[config.mk]
export PLATFORM = sky130hd
export DESIGN_NAME = datapath
export DESIGN_NICKNAME = d
export VERILOG_FILES = /design/src/rtl/datapath.sv
export SDC_FILE = /design/constraint.sdc
export NUM_CORES = 1
export LEC_CHECK = 0
export CORE_MARGIN = 2
export CORE_UTILIZATION = 50
export DETAILED_ROUTE_END_ITERATION = 6
export GPL_TIMING_DRIVEN = 0
export PLACE_DENSITY_LB_ADDON = 0.1
export SLEW_MARGIN = 20
export SYNTH_ARGS = -nofsm -noshare
export SYNTH_HDL_FRONTEND = slang
export SYNTH_SLANG_ARGS = --single-unit
export TNS_END_PERCENT = 1
[constraint.sdc]
create_clock -name clk -period 11.9 [get_ports clk]
set_clock_uncertainty 0.2 [all_clocks]
set_input_delay 2.38 -clock clk [delete_from_list [all_inputs] [get_ports clk]]
set_output_delay 2.38 -clock clk [all_outputs]
set_load 0.05 [all_outputs]
[src/rtl/datapath.sv]
// Simple RISC Machine execution datapath: 8x16 register file, A/B/C pipeline
// registers, 1-bit shifter, 4-function ALU and {V,N,Z} status register.
module datapath (
  input  logic        clk,
  input  logic        reset,
  input  logic        write,
  input  logic [2:0]  writenum,
  input  logic [2:0]  readnum,
  input  logic [1:0]  vsel,
  input  logic        loada,
  input  logic        loadb,
  input  logic        asel,
  input  logic        bsel,
  input  logic [1:0]  shift,
  input  logic [1:0]  ALUop,
  input  logic        loadc,
  input  logic        loads,
  input  logic [15:0] sximm8,
  input  logic [15:0] sximm5,
  input  logic [15:0] mdata,
  output logic [15:0] datapath_out,
  output logic [2:0]  Z_out
);

  localparam logic [1:0] VSEL_C    = 2'b00;
  localparam logic [1:0] VSEL_IMM8 = 2'b01;
  localparam logic [1:0] VSEL_MEM  = 2'b10;

  localparam logic [1:0] SH_PASS = 2'b00;
  localparam logic [1:0] SH_LSL  = 2'b01;
  localparam logic [1:0] SH_LSR  = 2'b10;

  localparam logic [1:0] OP_ADD = 2'b00;
  localparam logic [1:0] OP_SUB = 2'b01;
  localparam logic [1:0] OP_AND = 2'b10;

  logic [15:0] rf_q [8];
  logic [15:0] a_q, a_d;
  logic [15:0] b_q, b_d;
  logic [15:0] c_q, c_d;
  logic [2:0]  status_q, status_d;

  logic [15:0] rdata;
  logic [15:0] wdata;
  logic [15:0] sout;
  logic [15:0] ain;
  logic [15:0] bin;
  logic [15:0] result;
  logic        ovf;

  // Read sees the pre-edge contents; no bypass from a same-cycle write.
  assign rdata = rf_q[readnum];

  always_comb begin
    wdata = '0;
    case (vsel)
      VSEL_C:    wdata = c_q;
      VSEL_IMM8: wdata = sximm8;
      VSEL_MEM:  wdata = mdata;
      default:   wdata = '0;
    endcase
  end

  always_comb begin
    sout = b_q;
    case (shift)
      SH_PASS: sout = b_q;
      SH_LSL:  sout = {b_q[14:0], 1'b0};
      SH_LSR:  sout = {1'b0, b_q[15:1]};
      default: sout = {b_q[15], b_q[15:1]};
    endcase
  end

  assign ain = asel ? '0 : a_q;
  assign bin = bsel ? sximm5 : sout;

  always_comb begin
    result = '0;
    ovf    = 1'b0;
    case (ALUop)
      OP_ADD: begin
        result = ain + bin;
        ovf    = (ain[15] == bin[15]) && (result[15] != ain[15]);
      end
      OP_SUB: begin
        result = ain - bin;
        ovf    = (ain[15] != bin[15]) && (result[15] != ain[15]);
      end
      OP_AND:  result = ain & bin;
      default: result = ~bin;
    endcase
  end

  always_comb begin
    a_d      = loada ? rdata : a_q;
    b_d      = loadb ? rdata : b_q;
    c_d      = loadc ? result : c_q;
    status_d = loads ? {ovf, result[15], (result == 16'h0000)} : status_q;
  end

  always_ff @(posedge clk) begin
    if (reset) begin
      for (int unsigned i = 0; i < 8; i++) rf_q[i] <= '0;
      a_q      <= '0;
      b_q      <= '0;
      c_q      <= '0;
      status_q <= '0;
    end else begin
      if (write) rf_q[writenum] <= wdata;
      a_q      <= a_d;
      b_q      <= b_d;
      c_q      <= c_d;
      status_q <= status_d;
    end
  end

  assign datapath_out = c_q;
  assign Z_out        = status_q;

endmodule

==> results list <==
- The flow ran to the end, and the final reports show no timing, DRC or antenna violations.
- The total count of max-transition violations in the final report is 0.
- The worst setup path is launched from an input pin.
- In the synthesized netlist the async set-or-reset flop fraction comes to 0.
* Residual DRC count: 0
* Startpoint-to-endpoint class of the critical path: input pin to flip-flop
- Most numerous cell on the critical path: sky130_fd_sc_hd__buf_2
- The worst hold path belongs to the class flip-flop to flip-flop.
- Uppermost routed layer: met4
- Count of vias placed by the detailed router: 7650
- Together, buffers and inverters on the worst path number 4.
- The filler cells instantiated in the layout total 1737.
* Count of boundary I/O pins: 88
- Cell count after synthesis: 965
* Met3 layer wire length in the routed design: 1141 um
- Sequential fraction of the synthesis area: 0.4820
* Setup repair after global routing missed its margin: false
* Fin nets: 1165
* Maximum capacitance violations: 0
- Each instance of the synthesized netlist takes up on average 10.46 um^2.
* Setup TNS: 0 ps
* Synthesis-to-layout area growth: 17.27%
* CTS sink cnt: 179
- Endpoint kind of the worst setup timing path: flip-flop
* Die extent in x: 146.1 um
- Standby leakage power: 4.460 nW
- DIE AREA: 21340 um^2
- The netlist uses 73 different library cells.
- The first global-routing pass estimated 43410 um of wire.
- Worst-Margin Slew: 1038 ps
- The total area inside the core boundary comes to 19650 um^2.
* Max H-tree Level: 4
- VDD sags by at most 0.1079 mV.
- On the worst path, the slowest cell contributes a delay of 690 ps.
- Among all stages on the critical path, the largest delay is contributed by sky130_fd_sc_hd__mux2i_1.
- At the worst endpoint, the required time is 12060 ps.
- Die outline height: 146.1 um
- Pwr Density: 136.4 nW/um^2
- After legalization and detailed placement, the total HPWL measured 21410 um.
- CP Data Arrival Time: 6990 ps
* Total inserted antenna cells: 0
* Cts repair resizes: 0
* Site Rows: 51
- Clock transition at path regs: 80 ps
- Tcrit/Tclk final: 0.5736
* Fin Hold WS: 286.9 ps
- Critical Path, Cell by Cell: clkdlybuf4s50_1 -> buf_2 -> buf_2 -> o21ai_1 -> mux2i_1 -> inv_1 -> ha_1 -> o21ba_1 -> or4_1 -> a21boi_1 -> o31ai_4 -> o31ai_2 -> a221oi_2 -> a21oi_2 -> xor2_1 -> mux2_4 -> a211oi_2
- Yosys printed 0 warnings.
* Count of flip-flops with a built-in enable after synthesis: 128
- At the later pin of the worst-skew pair, clock insertion delay measures 430 ps.
- Of all nets on the critical path, the largest fanout is 10.
- Input and output buffers added on the ports amount to 78.
- The detailed router put a total of 11520 um of wire on met1.
- In the final layout, the share of cells above drive strength 1 is 0.09023.
* Mean routed wirelength per cell: 20.96 um
* Number of nets produced by synthesis: 1068
* Flop and latch count out of synthesis: 179
- Final standard cell utilization of the core: 0.6022
* Antenna violations before repair: 0
- Clock tree buffer depth: 2
- Clock tree root buffer cell: sky130_fd_sc_hd__clkbuf_16
- Finish-stage setup viols: 0
* Number of global-route vias before repair: 7522
- In this run, CTS created clock tree buffers numbering 17.
* Post-CTS repair timing setup buffer count: 0
- The cell area that synthesis handed to floorplanning was 10090 um^2.
* Antenna violation net count after detailed routing: 0
- The first TritonRoute pass finished after 5 iterations.
* CTS tree: done
* Highest attainable clock frequency: 146.5 MHz
- Routability congestion estimate from global placement: 0.9089
* Maximum number of pins on one net before global-route repair: 20
- Initial cell density of the core: 0.5135
- Top delay family on crit path: compound AO/OA/AOI/OAI gates
- In the detailed route, the total length drawn on met2 is 14650 um.
- Count of final hold-check violations: 0
- Hold_buf cts: 0
- The final layout contains routed wiring with a total length of 28090 um.
- Using the TritonRoute via totals, the vias-per-cell ratio works out to 5.709.
- Crit path time final: 6826 ps
* 1st-iter DRT viols: 670
* Most instantiated flip-flop cell in the synthesis netlist: sky130_fd_sc_hd__edfxtp_1
- GRT Util Overall: 0.2684
- Relative slew slack: 0.3078
- For this run the aggregate overflow at the end of global routing stands at 0.
## worst paths after layout
| check | start | to | slack, ps | cells past startpoint |
|---|---|---|---|---|
| worst max-delay path | shift[1] | datapath_out[15] | 5070 | 17 |
| worst min-delay path | a_q[6] | a_q[6] | 290 | 2 |
| worst max register to register | b_q[0] | Z_out[0] | 7590 | 16 |
| worst min register to register | a_q[6] | a_q[6] | 290 | 2 |
## layer usage
metal | vias to the layer above | GRT usage
met1 | 3714 | 0.3460
met3 | 48 | 0.03500
met5 | - | 0
li1 | 3676 | -
met4 | 0 | 0.08835
met2 | 212 | 0.4708
## registers in the layout (all words and copies together) (netlist names)
register,count
Z_out,3
a_q,16
b_q,16
datapath_out,16
rf_q,128
## placed cells by master, fill, tap and decap left out, types with 28 or more instances in the layout
cell,synthesis,routed
sky130_fd_sc_hd__clkdlybuf4s50_1,0,78
sky130_fd_sc_hd__mux2i_1,63,63
sky130_fd_sc_hd__ha_1,32,32
sky130_fd_sc_hd__a211oi_1,43,43
sky130_fd_sc_hd__clkbuf_1,47,47
sky130_fd_sc_hd__dfxtp_1,51,51
sky130_fd_sc_hd__a21oi_1,68,68
sky130_fd_sc_hd__nor2_1,227,227
sky130_fd_sc_hd__mux4_2,34,34
sky130_fd_sc_hd__inv_1,28,28
sky130_fd_sc_hd__edfxtp_1,128,128
sky130_fd_sc_hd__nand2_1,41,41
## worst reg2reg max path, stage by stage, from the launching register on
cell and delay [ps]:
sky130_fd_sc_hd__dfxtp_1 350, sky130_fd_sc_hd__nor3b_1 200, sky130_fd_sc_hd__a21oi_1 70, sky130_fd_sc_hd__o21ai_1 410, sky130_fd_sc_hd__ha_1 290, sky130_fd_sc_hd__inv_1 70
sky130_fd_sc_hd__fa_1 440, sky130_fd_sc_hd__nand3b_1 220, sky130_fd_sc_hd__a21o_1 220, sky130_fd_sc_hd__nand3_2 90, sky130_fd_sc_hd__a211oi_1 80, sky130_fd_sc_hd__or4_4 530
sky130_fd_sc_hd__nand4_1 100, sky130_fd_sc_hd__or3b_1 400, sky130_fd_sc_hd__nor4b_1 170, sky130_fd_sc_hd__and4_1 210, sky130_fd_sc_hd__a21o_1 170
## synth_stat cells, types with 4 or more instances
| cell type | instances | area share |
|---|---|---|
| sky130_fd_sc_hd__nand2b_1 | 15 | 0.0093 |
| sky130_fd_sc_hd__o22ai_1 | 4 | 0.0025 |
| sky130_fd_sc_hd__o211ai_1 | 4 | 0.0030 |
| sky130_fd_sc_hd__o21ai_0 | 17 | 0.0084 |
| sky130_fd_sc_hd__a211oi_1 | 43 | 0.032 |
| sky130_fd_sc_hd__a31oi_1 | 4 | 0.0025 |
| sky130_fd_sc_hd__xor2_1 | 9 | 0.0078 |
| sky130_fd_sc_hd__buf_2 | 10 | 0.0050 |
| sky130_fd_sc_hd__mux2i_1 | 63 | 0.062 |
| sky130_fd_sc_hd__a21o_1 | 6 | 0.0045 |
| sky130_fd_sc_hd__nor3_1 | 9 | 0.0045 |
| sky130_fd_sc_hd__ha_1 | 32 | 0.040 |
| sky130_fd_sc_hd__o31ai_1 | 6 | 0.0045 |
| sky130_fd_sc_hd__edfxtp_1 | 128 | 0.38 |
| sky130_fd_sc_hd__nand2_1 | 41 | 0.015 |
| sky130_fd_sc_hd__buf_1 | 5 | 0.0019 |
| sky130_fd_sc_hd__o21bai_1 | 4 | 0.0030 |
| sky130_fd_sc_hd__clkbuf_1 | 47 | 0.017 |
| sky130_fd_sc_hd__o21ai_1 | 7 | 0.0035 |
| sky130_fd_sc_hd__xnor2_1 | 7 | 0.0061 |
| sky130_fd_sc_hd__a21oi_1 | 68 | 0.034 |
| sky130_fd_sc_hd__nor2_1 | 227 | 0.084 |
| sky130_fd_sc_hd__inv_1 | 28 | 0.010 |
| sky130_fd_sc_hd__mux4_2 | 34 | 0.076 |
| sky130_fd_sc_hd__nor2b_1 | 27 | 0.017 |
| sky130_fd_sc_hd__dfxtp_1 | 51 | 0.10 |
| sky130_fd_sc_hd__nand3_1 | 6 | 0.0030 |
## logic make-up after synthesis
| family | Yosys count | share of synthesized area |
|---|---|---|
| muxes | 99 | 0.1410 |
| and+or+nand+nor | 351 | 0.1530 |
| adders and majority gates | 34 | 0.04364 |
| buffers and inverters | 96 | 0.03843 |
| AOI/OAI and AO/OA | 190 | 0.1281 |
| xor gates and xnor gates | 16 | 0.01389 |
| DFF | 179 | 0.4820 |
## cell type report
type / instances / area (um^2) / area share
tap: 265 / 331.6 / 0.02802
timing repair buffer: 78 / 780.7 / 0.06597
multi-input combinational: 690 / 4840 / 0.4089
inverter: 31 / 116.4 / 0.009832
sequential: 179 / 4865 / 0.4110
buffer: 65 / 271.5 / 0.02294
clock buffer: 17 / 425.4 / 0.03594
clock inverter: 15 / 205.2 / 0.01734
## per-stage QoR
stage / instance area, um^2 / setup WS, ps / power (mW) / instances
floorplan: 10090 / 5783 / 0.9260 / 965
finish: 11840 / 5074 / 1.614 / 1340
detailed placement: 11200 / 4678 / 1.032 / 1308
CTS: 11840 / 5118 / 1.619 / 1340
global route: 11840 / 4812 / 1.672 / 1340
global placement: 11200 / 4673 / 1.030 / 1308
## report_power, final
| group | internal [mW] | leakage (nW) | switching, mW |
|---|---|---|---|
| Clock | 0.323 | 0.298 | 0.271 |
| Sequential | 0.698 | 1.76 | 0.0167 |
| Combinational | 0.117 | 2.40 | 0.188 |
Note: power is estimated with default switching activity, not from simulation.
